--- config.mk ---
export PLATFORM = sky130hd
export DESIGN_NAME = time_report_scheduler_flat
export DESIGN_NICKNAME = d
export VERILOG_FILES = /design/src/rtl/time_report_scheduler_if.sv /design/src/rtl/time_report_scheduler.sv /design/src/flat_wrapper.sv
export SDC_FILE = /design/constraint.sdc
export NUM_CORES = 1
export LEC_CHECK = 0
export ABC_AREA = 0
export CORE_UTILIZATION = 30
export DETAILED_ROUTE_END_ITERATION = 12
export MAX_ROUTING_LAYER = met4
export PLACE_DENSITY = 0.54
export SLEW_MARGIN = 20
export SYNTH_ARGS = -nofsm -noshare
export SYNTH_HDL_FRONTEND = slang
export SYNTH_SLANG_ARGS = --single-unit
--- constraint.sdc ---
create_clock -name clk -period 2.9 [get_ports clk]
set_input_delay 0.725 -clock clk [delete_from_list [all_inputs] [get_ports clk]]
set_output_delay 0.725 -clock clk [all_outputs]
set_load 0.05 [all_outputs]
--- src/rtl/time_report_scheduler_if.sv ---
// Byte-level link between the time report scheduler, the watch datapath
// (time fields, request) and the UART transmitter (tx_* handshake).
//   req                  single-cycle report request
//   hour/min/sec/cs      current time fields
//   tx_busy/tx_done      transmitter status and per-byte completion pulse
//   tx_start/tx_data     byte launch strobe and byte value
//   busy/frame_done/err  frame status towards the requester
// The scheduler attaches through the slave modport; its environment uses master.
interface time_report_scheduler_if;
    logic       req;
    logic [4:0] hour;
    logic [5:0] min;
    logic [5:0] sec;
    logic [6:0] cs;
    logic       tx_busy;
    logic       tx_done;
    logic       tx_start;
    logic [7:0] tx_data;
    logic       busy;
    logic       frame_done;
    logic       err;

    modport master (
        output req, hour, min, sec, cs, tx_busy, tx_done,
        input  tx_start, tx_data, busy, frame_done, err
    );

    modport slave (
        input  req, hour, min, sec, cs, tx_busy, tx_done,
        output tx_start, tx_data, busy, frame_done, err
    );
endinterface

--- src/rtl/time_report_scheduler.sv ---
// Sends the current time as "HH:MM:SS.CC\r\n" (or "HH:MM:SS\r\n" when EN_CS=0)
// through a byte-oriented UART transmitter, one byte per tx_start/tx_done pair.
// Ports:
//   clk    system clock
//   reset  synchronous, active-low reset
//   link   slave side of time_report_scheduler_if (request, time fields,
//          transmitter handshake, busy/frame_done/err status)
// A request that arrives while a frame is running queues exactly one follow-up
// frame, which re-samples the time when it starts. A byte whose tx_done does
// not arrive within TIMEOUT cycles aborts the frame with an err pulse.
module time_report_scheduler #(
    parameter bit          EN_CS   = 1'b1,
    parameter int unsigned TIMEOUT = 1000000
) (
    input logic                    clk,
    input logic                    reset,
    time_report_scheduler_if.slave link
);
    localparam int unsigned IDX_W = 4;
    localparam int unsigned TMR_W = (TIMEOUT > 1) ? $clog2(TIMEOUT) : 1;
    localparam logic [IDX_W-1:0] IDX_LAST = EN_CS ? IDX_W'(12) : IDX_W'(9);

    localparam logic [2:0] S_IDLE  = 3'd0;
    localparam logic [2:0] S_LOAD  = 3'd1;
    localparam logic [2:0] S_ISSUE = 3'd2;
    localparam logic [2:0] S_WAIT  = 3'd3;
    localparam logic [2:0] S_NEXT  = 3'd4;

    logic [2:0]       state,   state_nxt;
    logic             pending, pending_nxt;
    logic [IDX_W-1:0] idx,     idx_nxt;
    logic [TMR_W-1:0] timer,   timer_nxt;
    logic [4:0]       hour_q,  hour_nxt;
    logic [5:0]       min_q,   min_nxt;
    logic [5:0]       sec_q,   sec_nxt;
    logic [6:0]       cs_q,    cs_nxt;
    logic             start_q, start_nxt;
    logic [7:0]       data_q,  data_nxt;
    logic             busy_q,  busy_nxt;
    logic             done_q,  done_nxt;
    logic             err_q,   err_nxt;
    logic [7:0]       cur_byte;

    function automatic logic [7:0] tens_ascii(input logic [6:0] v);
        return 8'h30 + 8'(v / 7'd10);
    endfunction

    function automatic logic [7:0] ones_ascii(input logic [6:0] v);
        return 8'h30 + 8'(v % 7'd10);
    endfunction

    // Byte at the current frame position, built from the LOAD-time snapshot.
    always_comb begin
        cur_byte = 8'h00;
        case (idx)
            IDX_W'(0):  cur_byte = tens_ascii(7'(hour_q));
            IDX_W'(1):  cur_byte = ones_ascii(7'(hour_q));
            IDX_W'(2):  cur_byte = 8'h3A;
            IDX_W'(3):  cur_byte = tens_ascii(7'(min_q));
            IDX_W'(4):  cur_byte = ones_ascii(7'(min_q));
            IDX_W'(5):  cur_byte = 8'h3A;
            IDX_W'(6):  cur_byte = tens_ascii(7'(sec_q));
            IDX_W'(7):  cur_byte = ones_ascii(7'(sec_q));
            IDX_W'(8):  cur_byte = EN_CS ? 8'h2E : 8'h0D;
            IDX_W'(9):  cur_byte = EN_CS ? tens_ascii(cs_q) : 8'h0A;
            IDX_W'(10): cur_byte = ones_ascii(cs_q);
            IDX_W'(11): cur_byte = 8'h0D;
            IDX_W'(12): cur_byte = 8'h0A;
            default:    cur_byte = 8'h00;
        endcase
    end

    // Next-state and registered-output logic.
    always_comb begin
        state_nxt   = state;
        pending_nxt = pending;
        idx_nxt     = idx;
        timer_nxt   = timer;
        hour_nxt    = hour_q;
        min_nxt     = min_q;
        sec_nxt     = sec_q;
        cs_nxt      = cs_q;
        start_nxt   = 1'b0;
        data_nxt    = data_q;
        busy_nxt    = busy_q;
        done_nxt    = 1'b0;
        err_nxt     = 1'b0;

        if (link.req && (state != S_IDLE)) begin
            pending_nxt = 1'b1;
        end

        case (state)
            S_IDLE: begin
                if (link.req || pending) begin
                    state_nxt = S_LOAD;
                end
            end
            S_LOAD: begin
                hour_nxt    = link.hour;
                min_nxt     = link.min;
                sec_nxt     = link.sec;
                cs_nxt      = link.cs;
                // The queued request is consumed here; a request landing on
                // this very cycle queues the next frame instead of being lost.
                pending_nxt = link.req;
                busy_nxt    = 1'b1;
                idx_nxt     = '0;
                state_nxt   = S_ISSUE;
            end
            S_ISSUE: begin
                if (!link.tx_busy) begin
                    start_nxt = 1'b1;
                    data_nxt  = cur_byte;
                    timer_nxt = '0;
                    state_nxt = S_WAIT;
                end
            end
            S_WAIT: begin
                if (link.tx_done) begin
                    state_nxt = S_NEXT;
                end else if (timer == TMR_W'(TIMEOUT - 1)) begin
                    err_nxt     = 1'b1;
                    busy_nxt    = 1'b0;
                    pending_nxt = 1'b0;
                    state_nxt   = S_IDLE;
                end else begin
                    timer_nxt = timer + TMR_W'(1);
                end
            end
            S_NEXT: begin
                if (idx == IDX_LAST) begin
                    done_nxt  = 1'b1;
                    busy_nxt  = 1'b0;
                    state_nxt = S_IDLE;
                end else begin
                    idx_nxt   = idx + IDX_W'(1);
                    state_nxt = S_ISSUE;
                end
            end
            default: begin
                state_nxt = S_IDLE;
            end
        endcase
    end

    // State and output registers.
    always_ff @(posedge clk) begin
        if (!reset) begin
            state   <= S_IDLE;
            pending <= 1'b0;
            idx     <= '0;
            timer   <= '0;
            hour_q  <= '0;
            min_q   <= '0;
            sec_q   <= '0;
            cs_q    <= '0;
            start_q <= 1'b0;
            data_q  <= 8'h00;
            busy_q  <= 1'b0;
            done_q  <= 1'b0;
            err_q   <= 1'b0;
        end else begin
            state   <= state_nxt;
            pending <= pending_nxt;
            idx     <= idx_nxt;
            timer   <= timer_nxt;
            hour_q  <= hour_nxt;
            min_q   <= min_nxt;
            sec_q   <= sec_nxt;
            cs_q    <= cs_nxt;
            start_q <= start_nxt;
            data_q  <= data_nxt;
            busy_q  <= busy_nxt;
            done_q  <= done_nxt;
            err_q   <= err_nxt;
        end
    end

    assign link.tx_start   = start_q;
    assign link.tx_data    = data_q;
    assign link.busy       = busy_q;
    assign link.frame_done = done_q;
    assign link.err        = err_q;
endmodule

--- src/flat_wrapper.sv ---
// flat-port wrapper written by rule: the top's interface ports become plain ports
module time_report_scheduler_flat 
#(
    parameter bit          EN_CS   = 1'b1,
    parameter int unsigned TIMEOUT = 1000000
)
  (clk, reset, link_req, link_hour, link_min, link_sec, link_cs, link_tx_busy, link_tx_done, link_tx_start, link_tx_data, link_busy, link_frame_done, link_err);
  time_report_scheduler_if link_i ();
  input logic clk;
  input logic reset;
  input wire logic [$bits(link_i.req)-1:0] link_req;
  input wire logic [$bits(link_i.hour)-1:0] link_hour;
  input wire logic [$bits(link_i.min)-1:0] link_min;
  input wire logic [$bits(link_i.sec)-1:0] link_sec;
  input wire logic [$bits(link_i.cs)-1:0] link_cs;
  input wire logic [$bits(link_i.tx_busy)-1:0] link_tx_busy;
  input wire logic [$bits(link_i.tx_done)-1:0] link_tx_done;
  output wire logic [$bits(link_i.tx_start)-1:0] link_tx_start;
  output wire logic [$bits(link_i.tx_data)-1:0] link_tx_data;
  output wire logic [$bits(link_i.busy)-1:0] link_busy;
  output wire logic [$bits(link_i.frame_done)-1:0] link_frame_done;
  output wire logic [$bits(link_i.err)-1:0] link_err;
  assign link_i.req = link_req;
  assign link_i.hour = link_hour;
  assign link_i.min = link_min;
  assign link_i.sec = link_sec;
  assign link_i.cs = link_cs;
  assign link_i.tx_busy = link_tx_busy;
  assign link_i.tx_done = link_tx_done;
  assign link_tx_start = link_i.tx_start;
  assign link_tx_data = link_i.tx_data;
  assign link_busy = link_i.busy;
  assign link_frame_done = link_i.frame_done;
  assign link_err = link_i.err;
  time_report_scheduler #(.EN_CS(EN_CS), .TIMEOUT(TIMEOUT)) u_core (.clk(clk), .reset(reset), .link(link_i));
endmodule
After elaboration in Yosys (flattened, before gate mapping)
Index checks and enable logic that the tools add are counted.
- flip-flop bits (word level): 64
- $add $sub $neg: 10
- equal/unequal tests: 25
- reduce and logical (&&, ||, !) cells: 17
- bitwise operators: 3
- muxes and demuxes: 24
- div/mod/pow operators: 8
- operators with widths (cell ; count):
    $pmux W8 S12 ; 1
    $add A6 B8 Y8 const A ; 8
    $mux W20 ; 3
    $pmux W20 S2 ; 1
    $add A20 B1 Y20 const B ; 1
    $eq A20 B20 Y1 const B ; 1
    $eq A4 B4 Y1 const B ; 5
    $div A6 B4 Y8 const B ; 2
    $eq A4 B3 Y1 const B ; 4
    $mod A6 B4 Y8 const B ; 2
    $pmux W3 S5 ; 1
    $mux W3 ; 4
    $mux W1 ; 9
    $div A5 B4 Y8 const B ; 1
    $div A7 B4 Y8 const B ; 1
    $eq A4 B2 Y1 const B ; 2
    $mod A5 B4 Y8 const B ; 1
    $mod A7 B4 Y8 const B ; 1
    $ne A2 B2 Y1 const B ; 4
    $pmux W4 S2 ; 1
    $reduce_and A2 Y1 ; 4
    $reduce_and A4 Y1 ; 2
    $eq A3 B2 Y1 const B ; 2
    $ne A2 B1 Y1 const B ; 3
    19 further kinds ; 23

Depth between registers and ports, before layout
- depth in word-level cells: 6
- mapped depth: 14
- depth with buffers taken out: 12

Least setup slack after synthesis
No wires, ideal clock.
- kind: register to register
- start point: reg u_core.sec_q[4]
- end point: reg u_core.data_q[7], in the netlist u_core.link.tx_data[7]
- setup time: 0.074 ns
- path slack: 0.141 ns
- buffers on the path: 2
- data arrival time: 2.685 ns
- period minus slack after synthesis: 2.759 ns
- stages on the path, launching flop included: 14
- data required time: 2.826 ns
- cell sequence: dfxtp_1 > buf_2 > clkbuf_1 > inv_1 > ha_1 > a21oi_1 > o21ai_0 > o211ai_1 > o21a_1 > ha_1 > a2111oi_0 > or4b_1 > and3b_1 > o21ai_0
- longest elaborated chain between the ends: 3
- ends and longest elaborated chain (what ; RTL line ; text):
    start, declared ; time_report_scheduler.sv:35 ; logic [5:0] sec_q, sec_nxt;
    start signal, assigned ; time_report_scheduler.sv:170 ; sec_q <= sec_nxt;
    $mod A6 B4 Y8 / $div A6 B4 Y8 (equally long branches) ; time_report_scheduler.sv:49, time_report_scheduler.sv:45 ;
    $add A6 B8 Y8, on equally long branches ; time_report_scheduler.sv:49, time_report_scheduler.sv:45 ;
    $pmux W8 S12 * ; time_report_scheduler.sv:55 ; case (idx)
    end signal, assigned ; time_report_scheduler.sv:173 ; data_q <= data_nxt;
    end, declared ; time_report_scheduler.sv:38 ; logic [7:0] data_q, data_nxt;
Every way passes the cells marked *; elsewhere a longest branch is shown, timed or not.
A chain may end at the register's enable or synchronous reset.

Worst setup path after layout
- start point: reg u_core.hour_q[2]
- end point: reg u_core.data_q[2], in the netlist u_core.link.tx_data[2]
- longest elaborated chain between the ends: 3
- ends and longest elaborated chain (what ; RTL line ; text):
    start, declared ; time_report_scheduler.sv:33 ; logic [4:0] hour_q, hour_nxt;
    start signal, assigned ; time_report_scheduler.sv:168 ; hour_q <= hour_nxt;
    $mod A5 B4 Y8 / $div A5 B4 Y8 (equally long branches) ; time_report_scheduler.sv:49, time_report_scheduler.sv:45 ;
    $add A6 B8 Y8, on equally long branches ; time_report_scheduler.sv:49, time_report_scheduler.sv:45 ;
    $pmux W8 S12 * ; time_report_scheduler.sv:55 ;
Marks and branches as above.

==> results.sh <==
export IMPL_power_switching_uw=918
export IMPL_clkPwrFrac=0.419
export IMPL_reg2reg_slack_ns=0.30
export IMPL_finClkSkew_ns=0.0133
export IMPL_diodes=0
export IMPL_die_x_um=126
export IMPL_avgViaCountPerCell=5.52
export IMPL_synth_ff_latch_count=64
export IMPL_syn_area_mm2=0.00459
export IMPL_post_route_drc_count=5
export IMPL_synthToLayoutAreaGrowth_pct=20.3
export IMPL_post_drt_wl_per_cell_um=15.4
export IMPL_vias=4562
export IMPL_path_buf_inv=0
export IMPL_clkLatencyLatePin_ns=0.35
export IMPL_avgSynthCellArea_um2=7.51
export IMPL_worstMarginPinSlew_ns=0.746
export IMPL_gp_congestion=0.865
export IMPL_pin_count=41
export IMPL_postCtsSetupRepairBufs=0
export IMPL_antenna_left=0
export IMPL_crit_required_ns=3.13
export IMPL_io_buffer_count=40
export IMPL_fin_nets=679
export IMPL_endpoint_kind="flop"
export IMPL_core_area_mm2=0.0148
export IMPL_drv_cap=0
export IMPL_rsz0062_at_grt="false"
export IMPL_clk_pin_slew_ns=0.07
export IMPL_dr_pass1_iters=10
export IMPL_max_vdd_ir_drop_mv=0.285
export IMPL_syn_inst=611
export IMPL_cts_tree="done"
export IMPL_initial_utilization=0.311
export IMPL_p_per_area_mw_per_mm2=524
export IMPL_antenna_found_initial=0
export IMPL_htreeDepth=3
export IMPL_first_global_vias=4345
export IMPL_hold_buffers=0
export IMPL_post_route_period_util=0.896
export IMPL_synth_edf_count=0
export IMPL_hp_class="reg2reg"
export IMPL_post_route_util=0.374
export IMPL_synthFlopType="dfxtp_1"
export IMPL_rows=44
export IMPL_cts_made_buffers=9
export IMPL_slew_viol_final=0
export IMPL_finalSetupTns_ns=0
export IMPL_drive_above_1_share=0.0886
export IMPL_yosysWarnings=0
export IMPL_ctsResizeCount=0
export IMPL_path_class="reg2reg"
export IMPL_cpPeakStageDelay_ns=0.48
export IMPL_worst_slew_margin_rel=0.502
export IMPL_async_flop_share=0
export IMPL_hpwl_um=9120
export IMPL_hold_viol=0
export IMPL_p_sw_frac=0.317
export IMPL_crit_chain="nor2b_1, o21ba_2, ha_1, a21boi_0, o31ai_1, o211ai_1, a211o_1, a221o_1"
export IMPL_fin_hold_ws_ns=0.481
export IMPL_p_int_uw=1980
export IMPL_p_comb_frac=0.226
export IMPL_track_usage=0.174
export IMPL_crit_fanout=9
export IMPL_die_h_um=126
export IMPL_power_leakage_uw=0.00184
export IMPL_dieArea_mm2=0.0158
export IMPL_cts_root_buf="clkbuf_16"
export IMPL_seq_area_frac_synth=0.279
export IMPL_grt_max_degree=28
export IMPL_grt_pass1_wl_um=21600
export IMPL_fmax_mhz=385
export IMPL_setup_ws_ns=0.303
export IMPL_ys_types=72
export IMPL_violations="design-rule violations"
export IMPL_cpLargestDelayFamily="compound AO/OA/AOI/OAI gates"
export IMPL_crit_path_top_delay_cell="dfxtp_1"
export IMPL_drt_iter0_markers=347
export IMPL_routed_wirelength_um=12700
export IMPL_cts_sinks=64
export IMPL_grt_overflow_total=0
export IMPL_status="finished, violations left"
export IMPL_power_uw=2900
export IMPL_setup_viol=0
export IMPL_pre_cts_ws_ns=0.0930
export IMPL_fin_crit_ns=2.60
export IMPL_p_seq_frac=0.356
export IMPL_arrival_ns=2.83
export IMPL_syn_num_nets=652
export IMPL_cp_start_kind="flop"
export IMPL_cts_buffer_depth=2
worst paths after layout:
kind | depth (start not counted) | startpoint | endpoint
worst max-delay path | 8 | u_core.hour_q[2]$_SDFFE_PN0P_ | u_core.link.tx_data[2]$_SDFFE_PN0P_
worst min-delay path | 2 | u_core.link.tx_data[6]$_SDFFE_PN0P_ | u_core.link.tx_data[6]$_SDFFE_PN0P_
worst min register to register | 2 | u_core.link.tx_data[6]$_SDFFE_PN0P_ | u_core.link.tx_data[6]$_SDFFE_PN0P_
worst max register to register | 8 | u_core.hour_q[2]$_SDFFE_PN0P_ | u_core.link.tx_data[2]$_SDFFE_PN0P_
metrics by stage:
step | instances | instance area (um2)
2_1_floorplan | 611 | 4590
3_3_place_gp | 811 | 5190
3_5_place_dp | 811 | 5190
4_1_cts | 827 | 5520
5_1_grt | 827 | 5520
6_report | 827 | 5520
power groups by stage:
| stage | logic (uW) | clock network [uW] | registers [uW] |
|---|---|---|---|
| after CTS | 656 | 1240 | 1030 |
| after detailed placement | 652 | 0 | 1050 |
| final | 654 | 1210 | 1030 |
| after global placement | 638 | 0 | 1040 |
| after floorplan | 494 | 0 | 1000 |
| after global routing | 739 | 1270 | 1040 |
cells by family after synthesis:
logic type	count (synthesis)	share of synthesized area
and+or+nand+nor	247	0.280
AOI/OAI and AO/OA	194	0.291
buffers and inverters	64	0.0567
DFF	64	0.279
xor gates and xnor gates	20	0.0382
adders and majority gates	12	0.0327
muxes	10	0.0221
placed cells by master, fill, tap and decap left out, types with 11 or more instances in the layout:
cell,synthesis,final
nand3_1,22,22
clkdlybuf4s50_1,0,40
xnor2_1,19,19
nand2_1,83,83
o21ai_0,24,24
dfxtp_1,64,63
a211oi_1,11,11
o211ai_1,12,12
and2_1,11,11
nor2b_1,11,11
a21oi_1,60,60
ha_1,12,12
nand2b_1,13,13
inv_1,18,18
buf_4,0,22
nand3b_1,11,11
nor2_1,42,41
metal layers:
metal / share of wire / wire length (um) / vias to the layer above / global-route usage
met2: 0.45 / 5740 / 95 / 0.268
met3: 0.042 / 540 / 19 / 0.0357
met1: 0.49 / 6190 / 2155 / 0.226
li1: - / - / 2293 / -
met5: 0 / 0 / - / -
met4: 0.019 / 242 / 0 / 0.0595
worst min-delay path: stages, from the launching register on:
cell and delay [ns]:
dfxtp_1 0.33, nand2_1 0.06, o21ai_1 0.05
synth_stat cells, types with 12 or more instances:
cell / number / area (um2)
nand2b_1: 13 / 81.3
dfxtp_1: 64 / 1280
inv_1: 18 / 67.6
o211ai_1: 12 / 90.1
nor2_1: 42 / 158
a21oi_1: 60 / 300
clkbuf_1: 31 / 116
ha_1: 12 / 150
xnor2_1: 19 / 166
o21ai_0: 24 / 120
nand3_1: 22 / 110
nand2_1: 83 / 312
flip-flops by register name, summed over array words and instances (netlist names), 3 cells and up:
signal,flops
u_core.idx,4
u_core.min_q,6
u_core.state,3
u_core.link.tx_data,8
u_core.sec_q,6
u_core.cs_q,7
u_core.hour_q,5
u_core.timer,20
area by class of cell:
cell class | instances | area, um2
multi-input combinational | 483 | 3050
timing repair buffer | 62 | 566
inverter | 18 | 67.6
tap | 184 | 230
clock buffer | 9 | 225
clock inverter | 7 | 100
fill | 1521 | 9230
sequential | 64 | 1280
Note: power is estimated with default switching activity, not from simulation.
